`config.mk`:
```
export PLATFORM = sky130hd
export DESIGN_NAME = nibble_serial_adder_flat
export DESIGN_NICKNAME = d
export VERILOG_FILES = /design/src/rtl/nsa_pkg.sv /design/src/rtl/nibble_serial_adder_if.sv /design/src/rtl/nibble_serial_adder_fa.sv /design/src/rtl/nibble_serial_adder.sv /design/src/flat_wrapper.sv
export SDC_FILE = /design/constraint.sdc
export NUM_CORES = 1
export LEC_CHECK = 0
export CAP_MARGIN = 5
export CORE_MARGIN = 3
export CORE_UTILIZATION = 47
export CTS_BUF_LIST = sky130_fd_sc_hd__clkbuf_16
export CTS_CLUSTER_SIZE = 28
export DETAILED_ROUTE_END_ITERATION = 10
export GPL_TIMING_DRIVEN = 0
export PLACE_DENSITY = 0.78
export REMOVE_ABC_BUFFERS = 1
export SETUP_SLACK_MARGIN = 0.1
export SLEW_MARGIN = 20
export SYNTH_ARGS = -nofsm -noshare
export SYNTH_HDL_FRONTEND = slang
export SYNTH_SLANG_ARGS = --single-unit
```
`constraint.sdc`:
```
create_clock -name clk -period 3.65 [get_ports clk]
set_clock_uncertainty 0.05 [all_clocks]
set_input_delay 0.73 -clock clk [delete_from_list [all_inputs] [get_ports clk]]
set_output_delay 0.73 -clock clk [all_outputs]
set_load 0.02 [all_outputs]
```
`src/rtl/nsa_pkg.sv`:
```
// Shared types and constants for the nibble serial adder.
package nsa_pkg;
  localparam int NIBBLE_W = 4;

  typedef enum logic {
    ACC  = 1'b0,
    DONE = 1'b1
  } nsa_state_t;
endpackage

```
`src/rtl/nibble_serial_adder_if.sv`:
```
// Nibble-in / result-out handshake bundle; op_sub exists only when NSA_SUB_EN is defined.
interface nibble_serial_adder_if #(
  parameter int MAX_NIBBLES = 4
);
  import nsa_pkg::*;
  localparam int RES_W = NIBBLE_W * MAX_NIBBLES;
  localparam int CNT_W = $clog2(MAX_NIBBLES + 1);

  logic                in_valid;
  logic                in_ready;
  logic [NIBBLE_W-1:0] in_a;
  logic [NIBBLE_W-1:0] in_b;
  logic                in_last;
`ifdef NSA_SUB_EN
  logic                op_sub;
`endif
  logic                out_valid;
  logic                out_ready;
  logic [RES_W-1:0]    out_sum;
  logic                out_carry;
  logic [CNT_W-1:0]    out_count;
  logic                out_trunc;

  modport master (
`ifdef NSA_SUB_EN
    output op_sub,
`endif
    output in_valid, in_a, in_b, in_last, out_ready,
    input  in_ready, out_valid, out_sum, out_carry, out_count, out_trunc
  );

  modport slave (
`ifdef NSA_SUB_EN
    input  op_sub,
`endif
    input  in_valid, in_a, in_b, in_last, out_ready,
    output in_ready, out_valid, out_sum, out_carry, out_count, out_trunc
  );
endinterface

```
`src/rtl/nibble_serial_adder_fa.sv`:
```
// 4-bit ripple-carry adder; the only arithmetic element of the serial adder.
module full_adder
  import nsa_pkg::*;
(
  input  logic [NIBBLE_W-1:0] a,
  input  logic [NIBBLE_W-1:0] b,
  input  logic                car_in,
  output logic [NIBBLE_W-1:0] sum,
  output logic                car_out
);
  logic [NIBBLE_W:0] w_c;

  assign w_c[0] = car_in;
  for (genvar i = 0; i < NIBBLE_W; i++) begin : g_bit
    assign sum[i]   = a[i] ^ b[i] ^ w_c[i];
    assign w_c[i+1] = (a[i] & b[i]) | (w_c[i] & (a[i] ^ b[i]));
  end
  assign car_out = w_c[NIBBLE_W];
endmodule

```
`src/rtl/nibble_serial_adder.sv`:
```
// Serial multi-nibble adder: sequences nibbles through full_adder, chains carry, buffers result.
// Optional subtract (op_sub, B inverted, carry-in 1) enabled by defining NSA_SUB_EN.
module nibble_serial_adder
  import nsa_pkg::*;
#(
  parameter int MAX_NIBBLES = 4
) (
  input  logic                 clk,
  input  logic                 rst_n,
  nibble_serial_adder_if.slave bus
);
  localparam int RES_W = NIBBLE_W * MAX_NIBBLES;
  localparam int CNT_W = $clog2(MAX_NIBBLES + 1);

  nsa_state_t          r_state, w_next;
  logic [CNT_W-1:0]    r_idx;
  logic                r_carry;
  logic                r_trunc;
  logic [RES_W-1:0]    r_sum;

  logic                w_first, w_at_max, w_accept, w_close, w_release;
  logic                w_sub, w_cin, w_cout;
  logic [NIBBLE_W-1:0] w_b, w_s;

  assign w_first   = (r_idx == '0);
  assign w_at_max  = (r_idx == CNT_W'(MAX_NIBBLES - 1));
  assign w_accept  = bus.in_valid && (r_state == ACC);
  assign w_close   = w_accept && (bus.in_last || w_at_max);
  assign w_release = (r_state == DONE) && bus.out_ready;

`ifdef NSA_SUB_EN
  logic r_sub;
  // op_sub is taken live on the first nibble, then held for the rest of the op
  assign w_sub = w_first ? bus.op_sub : r_sub;
  assign w_b   = w_sub ? ~bus.in_b : bus.in_b;

  always_ff @(posedge clk or negedge rst_n) begin
    if (!rst_n)                  r_sub <= 1'b0;
    else if (w_accept && w_first) r_sub <= bus.op_sub;
  end
`else
  assign w_sub = 1'b0;
  assign w_b   = bus.in_b;
`endif

  assign w_cin = w_first ? w_sub : r_carry;

  full_adder u_fa (
    .a       (bus.in_a),
    .b       (w_b),
    .car_in  (w_cin),
    .sum     (w_s),
    .car_out (w_cout)
  );

  always_ff @(posedge clk or negedge rst_n) begin
    if (!rst_n) r_state <= ACC;
    else        r_state <= w_next;
  end

  always_comb begin
    w_next        = r_state;
    bus.in_ready  = 1'b0;
    bus.out_valid = 1'b0;
    case (r_state)
      ACC: begin
        bus.in_ready = 1'b1;
        if (w_close) w_next = DONE;
      end
      DONE: begin
        bus.out_valid = 1'b1;
        if (bus.out_ready) w_next = ACC;
      end
      default: w_next = ACC;
    endcase
  end

  // idx doubles as the result nibble count once the op has closed
  always_ff @(posedge clk or negedge rst_n) begin
    if (!rst_n) begin
      r_idx   <= '0;
      r_carry <= 1'b0;
      r_trunc <= 1'b0;
      r_sum   <= '0;
    end else if (w_release) begin
      r_idx   <= '0;
      r_carry <= 1'b0;
      r_trunc <= 1'b0;
      r_sum   <= '0;
    end else if (w_accept) begin
      for (int n = 0; n < MAX_NIBBLES; n++)
        if (r_idx == CNT_W'(n)) r_sum[n*NIBBLE_W +: NIBBLE_W] <= w_s;
      r_carry <= w_cout;
      r_idx   <= r_idx + 1'b1;
      if (w_at_max && !bus.in_last) r_trunc <= 1'b1;
    end
  end

  assign bus.out_sum   = r_sum;
  assign bus.out_carry = r_carry;
  assign bus.out_count = r_idx;
  assign bus.out_trunc = r_trunc;
endmodule
```
`src/flat_wrapper.sv`:
```
// flat-port wrapper written by rule: the top's interface ports become plain ports
module nibble_serial_adder_flat import nsa_pkg::*;
#(
  parameter int MAX_NIBBLES = 4
)
  (clk, rst_n, bus_in_valid, bus_in_a, bus_in_b, bus_in_last, bus_out_ready, bus_in_ready, bus_out_valid, bus_out_sum, bus_out_carry, bus_out_count, bus_out_trunc);
  nibble_serial_adder_if #(.MAX_NIBBLES(MAX_NIBBLES)) bus_i ();
  input  logic clk;
  input  logic rst_n;
  input wire logic [$bits(bus_i.in_valid)-1:0] bus_in_valid;
  input wire logic [$bits(bus_i.in_a)-1:0] bus_in_a;
  input wire logic [$bits(bus_i.in_b)-1:0] bus_in_b;
  input wire logic [$bits(bus_i.in_last)-1:0] bus_in_last;
  input wire logic [$bits(bus_i.out_ready)-1:0] bus_out_ready;
  output wire logic [$bits(bus_i.in_ready)-1:0] bus_in_ready;
  output wire logic [$bits(bus_i.out_valid)-1:0] bus_out_valid;
  output wire logic [$bits(bus_i.out_sum)-1:0] bus_out_sum;
  output wire logic [$bits(bus_i.out_carry)-1:0] bus_out_carry;
  output wire logic [$bits(bus_i.out_count)-1:0] bus_out_count;
  output wire logic [$bits(bus_i.out_trunc)-1:0] bus_out_trunc;
  assign bus_i.in_valid = bus_in_valid;
  assign bus_i.in_a = bus_in_a;
  assign bus_i.in_b = bus_in_b;
  assign bus_i.in_last = bus_in_last;
  assign bus_i.out_ready = bus_out_ready;
  assign bus_in_ready = bus_i.in_ready;
  assign bus_out_valid = bus_i.out_valid;
  assign bus_out_sum = bus_i.out_sum;
  assign bus_out_carry = bus_i.out_carry;
  assign bus_out_count = bus_i.out_count;
  assign bus_out_trunc = bus_i.out_trunc;
  nibble_serial_adder #(.MAX_NIBBLES(MAX_NIBBLES)) u_core (.clk(clk), .rst_n(rst_n), .bus(bus_i));
endmodule
```
* Word level (Yosys, flattened, before mapping)
Index checks and enable logic that the tools add are counted.
Word-level totals: register bits after elaboration 22, input port bits 13, output and inout bits 23, word-level logic and storage cells 70
Cells by class: add/sub/neg operators 1, equal/unequal tests 3, multiplexer cells 19, bitwise operators 21, reductions and logical operators 18
Operators with widths (count):
- $mux W16 | 2
- $mux W4 | 4
- $reduce_bool A2 Y1 | 6
- $mux W1 | 10
- $reduce_and A2 Y1 | 5
- $and A1 B1 Y1 | 8
- $xor A1 B1 Y1 | 8
- $eq A3 B2 Y1 const B | 2
- $mux W3 | 2
- $logic_and A1 B1 Y1 | 4
- $or A1 B1 Y1 | 4
- $add A3 B1 Y3 const B | 1
- $eq A3 B1 Y1 const B | 1
- $logic_not A3 Y1 | 1
- $pmux W1 S2 | 1
- $logic_not A1 Y1 | 1
- $logic_or A1 B1 Y1 | 1
- $not A1 Y1 | 1

* Longest topological paths before layout
Gate-level depths: netlist of run 1.
word-level depth 12, mapped depth 10, mapped depth without buffers 10

* Hierarchy
A second synthesis of run 1 with hierarchy kept.
Unflattened totals: cells, all modules 111, area total of the unflattened synthesis 1278.7 um^2
By module, submodules not included:
- nibble_serial_adder | instances 1, cells an instance 97, area an instance 1161.1 um^2, seq. area each 550.5 um^2
- full_adder | instances 1, cells an instance 14, area an instance 117.6 um^2, seq. area each 0.0 um^2

* Worst setup path after synthesis of run 1
No wires, ideal clock.
kind reg2reg, start point register u_core.r_idx[0] (netlist: u_core.bus.out_count[0]), end point register u_core.r_sum[15] (netlist: u_core.bus.out_sum[15]), library setup time 0.126 ns, arrival 2.635 ns, data required time 3.474 ns, slack 0.839 ns, cell stages (with the launch flop) 11, buffers on the path 0, period minus slack after synthesis 2.811 ns, cell sequence dfrtp_1 > inv_1 > ha_1 > a21boi_0 > fa_1 > fa_1 > inv_1 > fa_1 > fa_1 > nor4bb_1 > a221o_1
Between the ends: longest elaborated chain between the ends 12, elaborated cells between the ends (all ways) 15, classes of those cells eq/ne: 1; mux: 4; bitwise: 7; reduce/logical: 3
Ends and longest elaborated chain:
- start: declaration | line nibble_serial_adder.sv:16 | logic [CNT_W-1:0] r_idx;
- start signal: assignment | line nibble_serial_adder.sv:94 | r_idx <= r_idx + 1'b1;
- $logic_not A3 Y1 | line nibble_serial_adder.sv:25 | assign w_first = (r_idx == '0);
- $mux W1 | line nibble_serial_adder.sv:46 | assign w_cin = w_first ? w_sub : r_carry;
- $and A1 B1 Y1 | line nibble_serial_adder_fa.sv:16 | assign w_c[i+1] = (a[i] & b[i]) | (w_c[i] & (a[i] ^ b[i]));
- $or A1 B1 Y1 | line nibble_serial_adder_fa.sv:16
- $and A1 B1 Y1 | line nibble_serial_adder_fa.sv:16
- $or A1 B1 Y1 | line nibble_serial_adder_fa.sv:16
- $and A1 B1 Y1 | line nibble_serial_adder_fa.sv:16
- $or A1 B1 Y1 | line nibble_serial_adder_fa.sv:16
- $xor A1 B1 Y1 | line nibble_serial_adder_fa.sv:15 | assign sum[i] = a[i] ^ b[i] ^ w_c[i];
- $mux W4 | line nibble_serial_adder.sv:92 | if (r_idx == CNT_W'(n)) r_sum[n*NIBBLE_W +: NIBBLE_W] <= w_s;
- $mux W16 | line nibble_serial_adder.sv:90 | end else if (w_accept) begin
- $mux W16 | line nibble_serial_adder.sv:85 | end else if (w_release) begin
- end signal: indexed assignment | line nibble_serial_adder.sv:92
- end: declaration | line nibble_serial_adder.sv:19 | logic [RES_W-1:0] r_sum;
Several ways; a longest one is shown, not always the timed one. The select of a mux whose other input is x is not followed. A chain may end at the register's enable or synchronous reset.

* Worst setup path after layout of run 1
start point input port bus_in_b[0], end point register u_core.r_sum[15] (netlist: u_core.bus.out_sum[15])
Between the ends: longest elaborated chain between the ends 11, elaborated cells between the ends (all ways) 12, classes of those cells mux: 3; bitwise: 9
Ends and longest elaborated chain:
- start: declaration | line flat_wrapper.sv:12 | input wire logic [$bits(bus_i.in_b)-1:0] bus_in_b;
- $xor A1 B1 Y1 | line nibble_serial_adder_fa.sv:16
- $and A1 B1 Y1 | line nibble_serial_adder_fa.sv:16
- $or A1 B1 Y1 (*) | line nibble_serial_adder_fa.sv:16
- $and A1 B1 Y1 (*) | line nibble_serial_adder_fa.sv:16
- $or A1 B1 Y1 (*) | line nibble_serial_adder_fa.sv:16
- $and A1 B1 Y1 (*) | line nibble_serial_adder_fa.sv:16
- $or A1 B1 Y1 (*) | line nibble_serial_adder_fa.sv:16
- $xor A1 B1 Y1 (*) | line nibble_serial_adder_fa.sv:15
- $mux W4 (*) | line nibble_serial_adder.sv:92
- $mux W16 (*) | line nibble_serial_adder.sv:90
- $mux W16 (*) | line nibble_serial_adder.sv:85
Mark *: on every way between the ends. The rest lies on a longest branch, timed or not. The select of a mux whose other input is x is not followed.

==> flow_metrics.env, run 1 <==
export IMPL_dp_slack_ps=318
export IMPL_numCtsBuffers=3
export IMPL_fp_dieArea_sq_um=3340
export IMPL_antenna_found_initial=0
export IMPL_cap_violations=0
export IMPL_end_kind="flip-flop"
export IMPL_tritoncts="built"
export IMPL_slew_viol_final=0
export IMPL_peakVddDrop_uv=573
export IMPL_initial_core_util_pct=49.9
export IMPL_post_place_cells=162
export IMPL_fin_ws_ps=612
export IMPL_hold_violations=0
export IMPL_crit_family="adder cells"
export IMPL_areaGrowthSynthToFinish_pct=36.3
export IMPL_relSlewSlack_pct=34.3
export IMPL_finalSetupViolCount=0
export IMPL_reg2reg_depth=10
export IMPL_worstMarginPinSlew_ps=983
export IMPL_vias_per_cell=5.43
export IMPL_cp_start_kind="input port"
export IMPL_crit_arrival_ps=3180
export IMPL_power_frac_comb_pct=46.2
export IMPL_hp_start="u_core.bus.out_sum[12]"
export IMPL_rows=18
export IMPL_reg2reg_to="u_core.bus.out_sum[15]"
export IMPL_first_pass_iters=4
export IMPL_synth_seq_cells=22
export IMPL_path_clk_slew_ps=60
export IMPL_cp_cell_sequence="clkdlybuf4s50_1, fa_1, fa_1, inv_1, fa_1, fa_1, nor4bb_1, a221o_1"
export IMPL_num_vias=901
export IMPL_max_clock_freq_mhz=329
export IMPL_routedWlPerCell_microns=16.0
export IMPL_ys_warn_count=0
export IMPL_root_buffer="clkbuf_16"
export IMPL_ctsHoldBuffers=0
export IMPL_place_congestion=0.738
export IMPL_tns_ps=0
export IMPL_sw_frac_of_total_pct=34.1
export IMPL_seqPwrFrac_pct=31.0
export IMPL_netlist_instances=102
export IMPL_io_buffers=35
export IMPL_hp_class="flip-flop to flip-flop"
export IMPL_overflow=0
export IMPL_die_width_microns=57.8
export IMPL_mostFrequentLayoutCells="clkdlybuf4s50_1, dfrtp_1, inv_1"
export IMPL_final_nets=159
export IMPL_final_common_cell="clkdlybuf4s50_1"
export IMPL_diodes=0
export IMPL_stdcell_count=166
export IMPL_drive_gt1_share_pct=13.2
export IMPL_grt_max_degree=34
export IMPL_post_route_period_util_pct=83.2
export IMPL_dpl_cell_area_sq_um=1610
export IMPL_p_switching_mw=0.458
export IMPL_clk_path_buf_depth=2
export IMPL_core_area_sq_um=2520
export IMPL_p_leak_nw=0.796
export IMPL_ios=36
export IMPL_htreeDepth=1
export IMPL_avgSynthCellArea_sq_um=12.3
export IMPL_powerDensity_nw_per_um2=784
export IMPL_cpMaxStageDelayCell="fa_1"
export IMPL_crit_top_cell="fa_1"
export IMPL_fin_crit_ps=3040
export IMPL_crit_fanout=4
export IMPL_reg2reg_from="u_core.bus.out_count[0]"
export IMPL_holdPathEnd="u_core.bus.out_sum[12]"
export IMPL_clk_latency_ps=260
export IMPL_cp_required_ps=3800
export IMPL_post_cts_repair_setup_buffers=0
export IMPL_path_buf_inv=2
export IMPL_die_y_microns=57.8
export IMPL_clkPwrFrac_pct=22.8
export IMPL_grt_pass1_vias=923
export IMPL_drc=0
export IMPL_grt_pass1_wl_microns=4510
export IMPL_drt_iter0_markers=18
export IMPL_reg2reg_slack_ps=710
export IMPL_intPower_mw=0.886
export IMPL_ys_seq_area_share_pct=43.7
export IMPL_status="completed"
export IMPL_clock_sinks=22
export IMPL_dp_hpwl_microns=1950
export IMPL_final_area_sq_um=1720
export IMPL_grtUsageTotal_pct=17.7
export IMPL_cts_resized=0
export IMPL_synthDistinctLibCells=28
export IMPL_n_fill_cell=219
export IMPL_max_stage_delay_ps=500
export IMPL_ant_nets=0
export IMPL_totalWireLength_microns=2660
export IMPL_worstHoldPathCells=1
export IMPL_crit_type="input port to flip-flop"
export IMPL_synth_area_sq_um=1260
export IMPL_rsz0062_at_grt="no"
[sequential cells by signal, summed over array words and instances, names as in the netlist]
register              cells
u_core.bus.out_sum       16
u_core.r_state            1
u_core.bus.out_count      3
u_core.bus.out_trunc      1
u_core.bus.out_carry      1
[per-stage QoR]
stage	power, mW	hold slack [ps]	util [%]
global route	1.43	492	68.0
detailed placement	1.05	472	63.8
global placement	1.03	466	63.8
finish	1.34	477	68.0
floorplan	0.762	384	-
CTS	1.36	485	68.0
[area by class of cell]
| cell class | count | area (sq um) | share of cell area, % |
|---|---|---|---|
| Clock buffer | 3 | 75.1 | 4.38 |
| Clock inverter | 1 | 30.0 | 1.75 |
| Inverter | 9 | 33.8 | 1.97 |
| Multi-Input combinational cell | 66 | 638 | 37.2 |
| Sequential cell | 22 | 551 | 32.1 |
| Tap cell | 30 | 37.5 | 2.19 |
| Timing Repair Buffer | 35 | 350 | 20.4 |
[per-layer routing]
| metal | vias up | part of all wire (%) | global-route usage (%) |
|---|---|---|---|
| met1 | 435 | 46 | 24.0 |
| met3 | 5 | 3.7 | 2.90 |
| li1 | 435 | - | - |
| met2 | 26 | 48 | 27.9 |
| met4 | 0 | 2.1 | 7.95 |
| met5 | - | 0 | 0 |
[synth_stat cells (all sizes together)]
cell,n,area (sq um)
nor2,1,3.75
o22ai,2,12.5
dfrtp,22,551
mux2,6,67.6
a21bo,7,70.1
or2,1,6.26
nand2b,1,6.26
fa,4,80.1
nor4bb,2,20.0
a221o,4,40.0
buf,5,36.3
mux2i,7,70.1
a32o,1,10.0
o31ai,1,7.51
nor2b,5,33.8
o21ai,2,10.0
a21boi,7,52.6
nand2,2,7.51
and2,1,6.26
inv,9,33.8
xnor2,1,8.76
and4b,2,20.0
o32ai,1,8.76
ha,5,62.6
nand4bb,3,33.8
[power groups by stage]
stage	logic, mW	clock network, mW	registers [mW]
2_1_floorplan	0.241	0	0.521
3_3_place_gp	0.611	0	0.416
3_5_place_dp	0.624	0	0.421
4_1_cts	0.628	0.315	0.417
5_1_grt	0.668	0.326	0.434
6_report	0.621	0.307	0.417
[how the worst max path moves through the flow]
stage / from / end / slack [ps] / depth (start not counted)
after floorplan: u_core.bus.out_count[0] / u_core.bus.out_sum[15] / 810 / 10
after global placement: bus_in_b[0] / u_core.bus.out_sum[15] / 370 / 8
after detailed placement: bus_in_b[0] / u_core.bus.out_sum[15] / 320 / 8
after global routing: bus_in_b[0] / u_core.bus.out_sum[15] / 490 / 8
final: bus_in_b[0] / u_core.bus.out_sum[15] / 610 / 8
after CTS: bus_in_b[0] / u_core.bus.out_sum[15] / 590 / 8
[logic make-up after synthesis]
kind of cell	after synthesis	synth area share [%]
AO/OA/AOI/OAI	25	16.8
multiplexers	13	10.9
buffers and inverters	14	5.57
AND/OR/NAND/NOR	18	10.9
XOR/XNOR	1	0.696
flip-flops	22	43.7
adder cells (fa/ha/maj)	9	11.3
Note: power is estimated with default switching activity, not from simulation.
==> run 2: changes to the inputs <==
--- a/config.mk
+++ b/config.mk
@@ -7,12 +7,12 @@
 export LEC_CHECK = 0
 export CAP_MARGIN = 5
 export CORE_MARGIN = 3
-export CORE_UTILIZATION = 47
+export CORE_UTILIZATION = 42
 export CTS_BUF_LIST = sky130_fd_sc_hd__clkbuf_16
 export CTS_CLUSTER_SIZE = 28
 export DETAILED_ROUTE_END_ITERATION = 10
 export GPL_TIMING_DRIVEN = 0
-export PLACE_DENSITY = 0.78
+export PLACE_DENSITY = 0.74
 export REMOVE_ABC_BUFFERS = 1
 export SETUP_SLACK_MARGIN = 0.1
 export SLEW_MARGIN = 20
==> constraint.sdc (replaced) <==
create_clock -name clk -period 2.6 [get_ports clk]
set_clock_uncertainty 0.05 [all_clocks]
set_input_delay 0.52 -clock clk [delete_from_list [all_inputs] [get_ports clk]]
set_output_delay 0.52 -clock clk [all_outputs]
set_load 0.02 [all_outputs]
==> run 2 against run 1 <==
Compared with the run above:
- the flow now finishes with violations (setup timing)
- clock power increased by 40%
- wire length increased by 9.4%
- hold slack improved by 19 ps
- power increased by 52%
- register-to-register slack got worse by 760 ps
- utilization decreased by 3.0 points
- die area increased by 11%
- design area increased by 6.3%
==> flow_metrics.env, run 2 (same netlist as run 1, synthesis figures left out) <==
export IMPL_seqPwrFrac_pct=28.2
export IMPL_fin_ws_ps=-53.2
export IMPL_rows=19
export IMPL_ctsHoldBuffers=0
export IMPL_first_pass_iters=4
export IMPL_hp_start="u_core.bus.out_sum[12]"
export IMPL_grt_pass1_vias=961
export IMPL_totalWireLength_microns=2910
export IMPL_cp_required_ps=2740
export IMPL_intPower_mw=1.35
export IMPL_stdcell_count=177
export IMPL_post_place_cells=163
export IMPL_routedWlPerCell_microns=16.4
export IMPL_hold_violations=0
export IMPL_drc=0
export IMPL_violations="setup timing"
export IMPL_cp_start_kind="flip-flop"
export IMPL_end_kind="flip-flop"
export IMPL_startpoint="u_core.bus.out_count[0]"
export IMPL_final_common_cell="clkdlybuf4s50_1"
export IMPL_n_fill_cell=232
export IMPL_clk_latency_ps=250
export IMPL_rsz0062_at_grt="yes"
export IMPL_num_vias=968
export IMPL_post_route_period_util_pct=102
export IMPL_dp_slack_ps=-569
export IMPL_reg2reg_from="u_core.bus.out_count[0]"
export IMPL_max_stage_delay_ps=470
export IMPL_cpMaxStageDelayCell="fa_2"
export IMPL_peakVddDrop_uv=440
export IMPL_p_switching_mw=0.697
export IMPL_areaGrowthSynthToFinish_pct=44.8
export IMPL_crit_family="adder cells"
export IMPL_slew_viol_final=0
export IMPL_powerDensity_nw_per_um2=1120
export IMPL_dpl_cell_area_sq_um=1610
export IMPL_grtUsageTotal_pct=16.8
export IMPL_crit_arrival_ps=2790
export IMPL_finalSetupViolCount=1
export IMPL_total_power_mw=2.05
export IMPL_antenna_found_initial=0
export IMPL_hp_class="flip-flop to flip-flop"
export IMPL_crit_type="flip-flop to flip-flop"
export IMPL_die_y_microns=60.7
export IMPL_cp_cell_sequence="inv_2, ha_4, a21boi_2, fa_2, fa_2, inv_2, fa_2, fa_2, nor4bb_2, a221o_1"
export IMPL_root_buffer="clkbuf_16"
export IMPL_worstMarginPinSlew_ps=977
export IMPL_overflow=0
export IMPL_clkPwrFrac_pct=21.0
export IMPL_clock_sinks=22
export IMPL_ios=36
export IMPL_tritoncts="built"
export IMPL_p_leak_nw=0.842
export IMPL_numCtsBuffers=3
export IMPL_vias_per_cell=5.47
export IMPL_htreeDepth=1
export IMPL_largest_reg_flops=16
export IMPL_clk_path_buf_depth=2
export IMPL_drt_iter0_markers=36
export IMPL_power_frac_comb_pct=50.8
export IMPL_initial_core_util_pct=44.9
export IMPL_core_area_sq_um=2810
export IMPL_ant_nets=0
export IMPL_io_buffers=35
export IMPL_relSlewSlack_pct=34.6
export IMPL_max_clock_freq_mhz=377
export IMPL_place_congestion=0.696
export IMPL_crit_fanout=2
export IMPL_path_buf_inv=2
export IMPL_crit_top_cell="fa_2"
export IMPL_path_clk_slew_ps=60
export IMPL_diodes=0
export IMPL_final_nets=169
export IMPL_sw_frac_of_total_pct=34.0
export IMPL_die_width_microns=60.7
export IMPL_final_area_sq_um=1820
export IMPL_cap_violations=0
export IMPL_grt_pass1_wl_microns=4600
export IMPL_status="finished with violations"
export IMPL_mostFrequentLayoutCells="clkdlybuf4s50_1, dfrtp_1, buf_4"
export IMPL_fp_dieArea_sq_um=3690
export IMPL_fin_crit_ps=2650
export IMPL_grt_max_degree=34
export IMPL_dp_hpwl_microns=2030
export IMPL_drive_gt1_share_pct=26.7
## run 2: what timing repair did
| action | 4_1_cts | 5_1_grt |
|---|---|---|
| pin swaps | 7 | 6 |
| gates cloned | 0 | 0 |
| setup endpoints to repair | 7 | 5 |
| resized for setup | 14 | 1 |
| buffers inserted | 6 | 4 |
## run 2: area by class of cell
type / count / area (sq um) / share of cell area, %
sequential: 22 / 552 / 30.3
inverter: 9 / 33.8 / 1.85
clock buffer: 3 / 75.1 / 4.12
tap: 31 / 38.8 / 2.13
multi-input combinational: 66 / 671 / 36.8
timing repair buffer: 45 / 423 / 23.2
clock inverter: 1 / 30.0 / 1.65
## run 2: worst paths after layout
check	to	slack, ps	cells past startpoint
worst min-delay path	u_core.bus.out_sum[12]	500	1
worst max register to register	u_core.bus.out_sum[15]	-50	10
worst max-delay path	u_core.bus.out_sum[15]	-50	10
worst min register to register	u_core.bus.out_sum[12]	500	1
max in group asynchronous	u_core.r_state	1090	1
min in group asynchronous	u_core.bus.out_trunc	760	1
## run 2: metal layers
layer / GRT usage (%) / routed length, microns / vias to the layer above
li1: - / - / 453
met1: 22.1 / 1310 / 486
met2: 27.5 / 1460 / 27
met3: 3.40 / 124 / 2
met4: 5.88 / 7 / 0
met5: 0 / 0 / -
## run 2: power by group through the flow
stage               clock network [mW]  registers (mW)  logic (mW)
CTS                              0.432           0.576       0.991
detailed placement                   0           0.593       0.881
finish                           0.430           0.579        1.04
global route                     0.449           0.601        1.12
global placement                     0           0.584       0.857
floorplan                            0           0.731       0.338
## run 2: worst register-to-register path, delay by kind of cell, from the launching register on
family | cells | cell delay [ps]
adders and majority gates | 5 | 1530
DFF | 1 | 390
and+or+nand+nor | 1 | 270
AOI/OAI and AO/OA | 2 | 210
buffers and inverters | 2 | 150
## run 2: through the flow
stage	hold WS, ps	setup TNS [ps]	utilization [%]
floorplan	174	-247	-
global placement	463	-1830	57.4
detailed placement	476	-2180	57.4
CTS	491	-81.3	63.7
global route	529	-311	65.0
finish	496	-53.2	65.0
==> run 3: changes to the inputs <==
--- a/config.mk
+++ b/config.mk
@@ -12,10 +12,11 @@
 export CTS_CLUSTER_SIZE = 28
 export DETAILED_ROUTE_END_ITERATION = 10
 export GPL_TIMING_DRIVEN = 0
+export MAX_ROUTING_LAYER = met4
 export PLACE_DENSITY = 0.74
 export REMOVE_ABC_BUFFERS = 1
 export SETUP_SLACK_MARGIN = 0.1
-export SLEW_MARGIN = 20
+export SLEW_MARGIN = 5
 export SYNTH_ARGS = -nofsm -noshare
 export SYNTH_HDL_FRONTEND = slang
 export SYNTH_SLANG_ARGS = --single-unit
==> run 3 against run 2 <==
Compared with the run above:
- the run still ends with setup timing left
- largest cell class unchanged
- utilization did not move
- critical path type unchanged
- largest power group unchanged
- setup slack improved by 2.0 ps
- hold slack barely moved
==> flow_metrics.env, run 3 (same netlist as run 1, synthesis figures left out) <==
export IMPL_grtUsageTotal_pct=17.3
export IMPL_grt_max_degree=34
export IMPL_path_clk_slew_ps=60
export IMPL_grt_pass1_vias=962
export IMPL_numCtsBuffers=3
export IMPL_fp_dieArea_sq_um=3690
export IMPL_dp_hpwl_microns=2030
export IMPL_max_clock_freq_mhz=377
export IMPL_htreeDepth=1
export IMPL_initial_core_util_pct=44.9
export IMPL_status="finished with violations"
export IMPL_final_area_sq_um=1820
export IMPL_p_leak_nw=0.842
export IMPL_totalWireLength_microns=2900
export IMPL_largest_reg_flops=16
export IMPL_areaGrowthSynthToFinish_pct=44.8
export IMPL_powerDensity_nw_per_um2=1120
export IMPL_finalSetupViolCount=1
export IMPL_routedWlPerCell_microns=16.4
export IMPL_place_congestion=0.703
export IMPL_cp_required_ps=2740
export IMPL_clk_latency_ps=250
export IMPL_fin_ws_ps=-51.2
export IMPL_hold_violations=0
export IMPL_dp_slack_ps=-569
export IMPL_ios=36
export IMPL_drt_iter0_markers=34
export IMPL_vias_per_cell=5.49
export IMPL_io_buffers=35
export IMPL_hp_class="flip-flop to flip-flop"
export IMPL_ff_latch_area_sq_um=552
export IMPL_cap_violations=0
export IMPL_die_width_microns=60.7
export IMPL_worstMarginPinSlew_ps=981
export IMPL_n_fill_cell=232
export IMPL_tritoncts="built"
export IMPL_multi_input_area_sq_um=671
export IMPL_violations="setup timing"
export IMPL_post_route_period_util_pct=102
export IMPL_drive_gt1_share_pct=26.7
export IMPL_num_vias=971
export IMPL_core_area_sq_um=2810
export IMPL_clk_path_buf_depth=2
export IMPL_grt_pass1_wl_microns=4600
export IMPL_drc=0
export IMPL_cp_start_kind="flip-flop"
export IMPL_dpl_cell_area_sq_um=1610
export IMPL_clock_sinks=22
export IMPL_antenna_found_initial=0
export IMPL_relSlewSlack_pct=34.4
export IMPL_fin_crit_ps=2650
export IMPL_final_common_cell="clkdlybuf4s50_1"
export IMPL_ant_nets=0
export IMPL_crit_fanout=2
export IMPL_crit_arrival_ps=2790
export IMPL_rows=19
export IMPL_peakVddDrop_uv=441
export IMPL_diodes=0
export IMPL_mostFrequentLayoutCells="clkdlybuf4s50_1, dfrtp_1, buf_4"
export IMPL_first_pass_iters=4
export IMPL_die_y_microns=60.7
export IMPL_root_buffer="clkbuf_16"
export IMPL_final_nets=169
export IMPL_rsz0062_at_grt="yes"
export IMPL_overflow=0
export IMPL_crit_type="flip-flop to flip-flop"
export IMPL_slew_viol_final=0
export IMPL_end_kind="flip-flop"
==> run 3: cell counts in the layout (fill, tap and decap cells not counted) <==
No cell type changed its count.
==> run 3: final timing paths <==
kind	slack, ps	startpoint	depth (start not counted)	endpoint
worst max-delay path	-50	u_core.bus.out_count[0]	10	u_core.bus.out_sum[15]
worst min-delay path	500	u_core.bus.out_sum[12]	1	u_core.bus.out_sum[12]
worst max register to register	-50	u_core.bus.out_count[0]	10	u_core.bus.out_sum[15]
worst min register to register	500	u_core.bus.out_sum[12]	1	u_core.bus.out_sum[12]
max in group asynchronous	1080	rst_n	1	u_core.r_state
min in group asynchronous	760	rst_n	1	u_core.bus.out_trunc
==> run 3: through the flow <==
step	utilization [%]	hold slack [ps]	cells	power, mW	TNS [ps]
final	65.0	496	177	2.05	-51.2
after global routing	65.0	529	177	2.17	-311
after CTS	63.7	491	173	2.00	-81.3
after detailed placement	57.4	476	163	1.47	-2180
after global placement	57.4	463	163	1.44	-1830
after floorplan	-	174	97	1.07	-247
==> run 3: layer usage <==
layer | vias up | global-route usage, % | share of wire, % | wire length, microns
met5 | - | - | 0 | 0
met4 | 0 | 5.88 | 1.2 | 34
met3 | 4 | 3.40 | 4.4 | 129
met2 | 27 | 27.6 | 50 | 1440
met1 | 487 | 21.8 | 45 | 1300
li1 | 453 | - | - | -
==> run 3: cell type report <==
| type | count | share of cell area [%] |
|---|---|---|
| Timing Repair Buffer | 45 | 23.2 |
| Clock buffer | 3 | 4.12 |
| Tap cell | 31 | 2.13 |
| Clock inverter | 1 | 1.65 |
| Multi-Input combinational cell | 66 | 36.8 |
| Inverter | 9 | 1.85 |
| Sequential cell | 22 | 30.3 |
==> run 3: repair_timing <==
action | CTS | global route
pin swaps | 7 | 6
buffers inserted | 6 | 4
endpoints found under the setup margin | 7 | 5
resized for setup | 14 | 1
hold buffers | 0 | 0
==> run 3: critical path, cell delays in order, from the launching register on <==
cell and delay (ps):
dfrtp_1 390, inv_2 90, ha_4 150, a21boi_2 60
fa_2 370, fa_2 350, inv_2 60, fa_2 190
fa_2 460, nor4bb_2 270, a221o_1 150
==> run 3: where the power goes <==
group | leakage (nW) | internal (mW) | switching [mW]
clock | 0.0511 | 0.306 | 0.124
combinational | 0.501 | 0.575 | 0.465
sequential | 0.290 | 0.472 | 0.107
==> edit: new RTL, flow settings as in run 2 <==
`MAX_NIBBLES` is set to 4 in 3 places; all go to 2.
--- a/src/rtl/nibble_serial_adder_if.sv
+++ b/src/rtl/nibble_serial_adder_if.sv
@@ -1,6 +1,6 @@
 // Nibble-in / result-out handshake bundle; op_sub exists only when NSA_SUB_EN is defined.
 interface nibble_serial_adder_if #(
-  parameter int MAX_NIBBLES = 4
+  parameter int MAX_NIBBLES = 2
 );
   import nsa_pkg::*;
   localparam int RES_W = NIBBLE_W * MAX_NIBBLES;
--- a/src/rtl/nibble_serial_adder.sv
+++ b/src/rtl/nibble_serial_adder.sv
@@ -3,7 +3,7 @@
 module nibble_serial_adder
   import nsa_pkg::*;
 #(
-  parameter int MAX_NIBBLES = 4
+  parameter int MAX_NIBBLES = 2
 ) (
   input  logic                 clk,
   input  logic                 rst_n,
--- a/src/flat_wrapper.sv
+++ b/src/flat_wrapper.sv
@@ -1,7 +1,7 @@
 // flat-port wrapper written by rule: the top's interface ports become plain ports
 module nibble_serial_adder_flat import nsa_pkg::*;
 #(
-  parameter int MAX_NIBBLES = 4
+  parameter int MAX_NIBBLES = 2
 )
   (clk, rst_n, bus_in_valid, bus_in_a, bus_in_b, bus_in_last, bus_out_ready, bus_in_ready, bus_out_valid, bus_out_sum, bus_out_carry, bus_out_count, bus_out_trunc);
   nibble_serial_adder_if #(.MAX_NIBBLES(MAX_NIBBLES)) bus_i ();
Interface: changed (resized bus_out_count and bus_out_sum); port bits go from 36 to 27. No check against the original RTL was run, so the function may have changed too.
==> edit against run 2 <==
Design area down 30%; synthesized area is 29% lower; routed wire length is 34% lower; clock power shrank 33%; sequential cell count decreased by 9; worst setup slack improved by 0.15 ns; total power fell by 33%; critical endpoint is now u_core.bus.out_sum[3]; largest cell class unchanged; highest routed layer unchanged.
==> edit: results (changes against run 2) <==
First-pass GRT wire length: 3370 um (was 4600 um)
Max FFs per register: 8 (was 16)
Slew margin rel.: 61.1% (was 34.6%)
Hold path endpoint: u_core.bus.out_sum[2] (was u_core.bus.out_sum[12])
# diodes: 0 (unchanged)
Routed WL per cell: 13.7 um (was 16.4 um)
Status: completed (was complete, but fails checks)
Hold path start: u_core.bus.out_sum[2] (was u_core.bus.out_sum[12])
Crit-path max cell delay: 0.42 ns (was 0.47 ns)
GP Congestion: 0.713 (was 0.696)
Share of layout cells above drive strength 1: 19.6% (was 26.7%)
Total CTS buffers: 3 (unchanged)
Fillers: 151 (was 232)
Layout Nets: 132 (was 169)
Vias/cell: 5.14 (was 5.47)
# port buffers: 26 (was 35)
Commonest cells in the netlist: 16 x inv_1, 13 x dfrtp_1, 8 x nand3b_1 (was 22 x dfrtp_1, 9 x inv_1, 7 x a21bo_2, 7 x a21boi_0, 7 x mux2i_1)
Slowest cell on crit path: fa_1 (was fa_2)
Worst-path clk slew: 0.04 ns (was 0.06 ns)
Synth top area cells: dfrtp_1 37%, fa_1 9.0%, inv_1 6.8% (was dfrtp_1 44%, fa_1 6.4%, a21bo_2 5.6%)
All-Layer GR Usage: 17.6% (was 16.8%)
Fin worst setup slack: 0.0925 ns (was -0.0532 ns)
Pwr/cell area: 1070 nW/um^2 (was 1120 nW/um^2)
Seq/Total Area, Yosys: 36.6% (was 43.7%)
Switching share of power: 37.2% (was 34.0%)
CP arrival: 2.60 ns (was 2.79 ns)
Crit path to: u_core.bus.out_sum[3] (was u_core.bus.out_sum[15])
Maximum level of the CTS H-tree: 1 (unchanged)
Initial DRC count: 8 (was 36)
Post-synthesis cell type count: 27 (was 28)
Leakage: 0.521 nW (was 0.842 nW)
FF-to-FF Start: u_core.bus.out_count[1] (was u_core.bus.out_count[0])
Peak VDD IR: 691 uV (was 440 uV)
Ys Warns: 0 (unchanged)
Setup Slack @ Placement: -0.464 ns (was -0.569 ns)
Vias in the first global route: 698 (was 961)
edit: kinds of logic (layout without fill, tap and decap cells):
kind of cell	count (synthesis)	count (layout)	share of synthesized area (%)
buffers and inverters	22	52	13.5
adder cells (fa/ha/maj)	6	6	11.8
AND/OR/NAND/NOR	25	25	21.3
XOR/XNOR	1	1	0.986
AO/OA/AOI/OAI	14	14	14.6
multiplexers	1	1	1.13
flip-flops	13	13	36.6
edit: final cells by class:
| type | instances | area, um^2 | area share (%) |
|---|---|---|---|
| clock buffers | 3 | 75.1 | 5.89 |
| inverters | 17 | 66.3 | 5.21 |
| repair buffers | 31 | 295 | 23.2 |
| flip-flops and latches | 13 | 327 | 25.6 |
| well taps | 27 | 33.8 | 2.65 |
| clock inverters | 1 | 3.75 | 0.295 |
| multi-input cells | 47 | 473 | 37.1 |
edit: repair_timing:
item,4_1_cts,5_1_grt
pin swaps,8,5
resized for setup,14,0
setup buffers,4,1
endpoints found under the hold margin,0,0
gates cloned,0,0
endpoints found under the setup margin,6,4
edit: metrics by stage:
stage | hold WS (ns) | area, um^2 | std cells
2_1_floorplan | 0.174 | 835 | 77
3_3_place_gp | 0.456 | 1130 | 130
3_5_place_dp | 0.470 | 1130 | 130
4_1_cts | 0.512 | 1270 | 138
5_1_grt | 0.545 | 1270 | 139
6_report | 0.499 | 1270 | 139
edit: routing by layer:
metal / up-vias / GRT usage, % / routed length (um)
met3: 5 / 5.16 / 94
met2: 16 / 25.9 / 974
met5: - / 0 / 0
met1: 345 / 22.6 / 793
met4: 0 / 10.5 / 48
li1: 349 / - / -
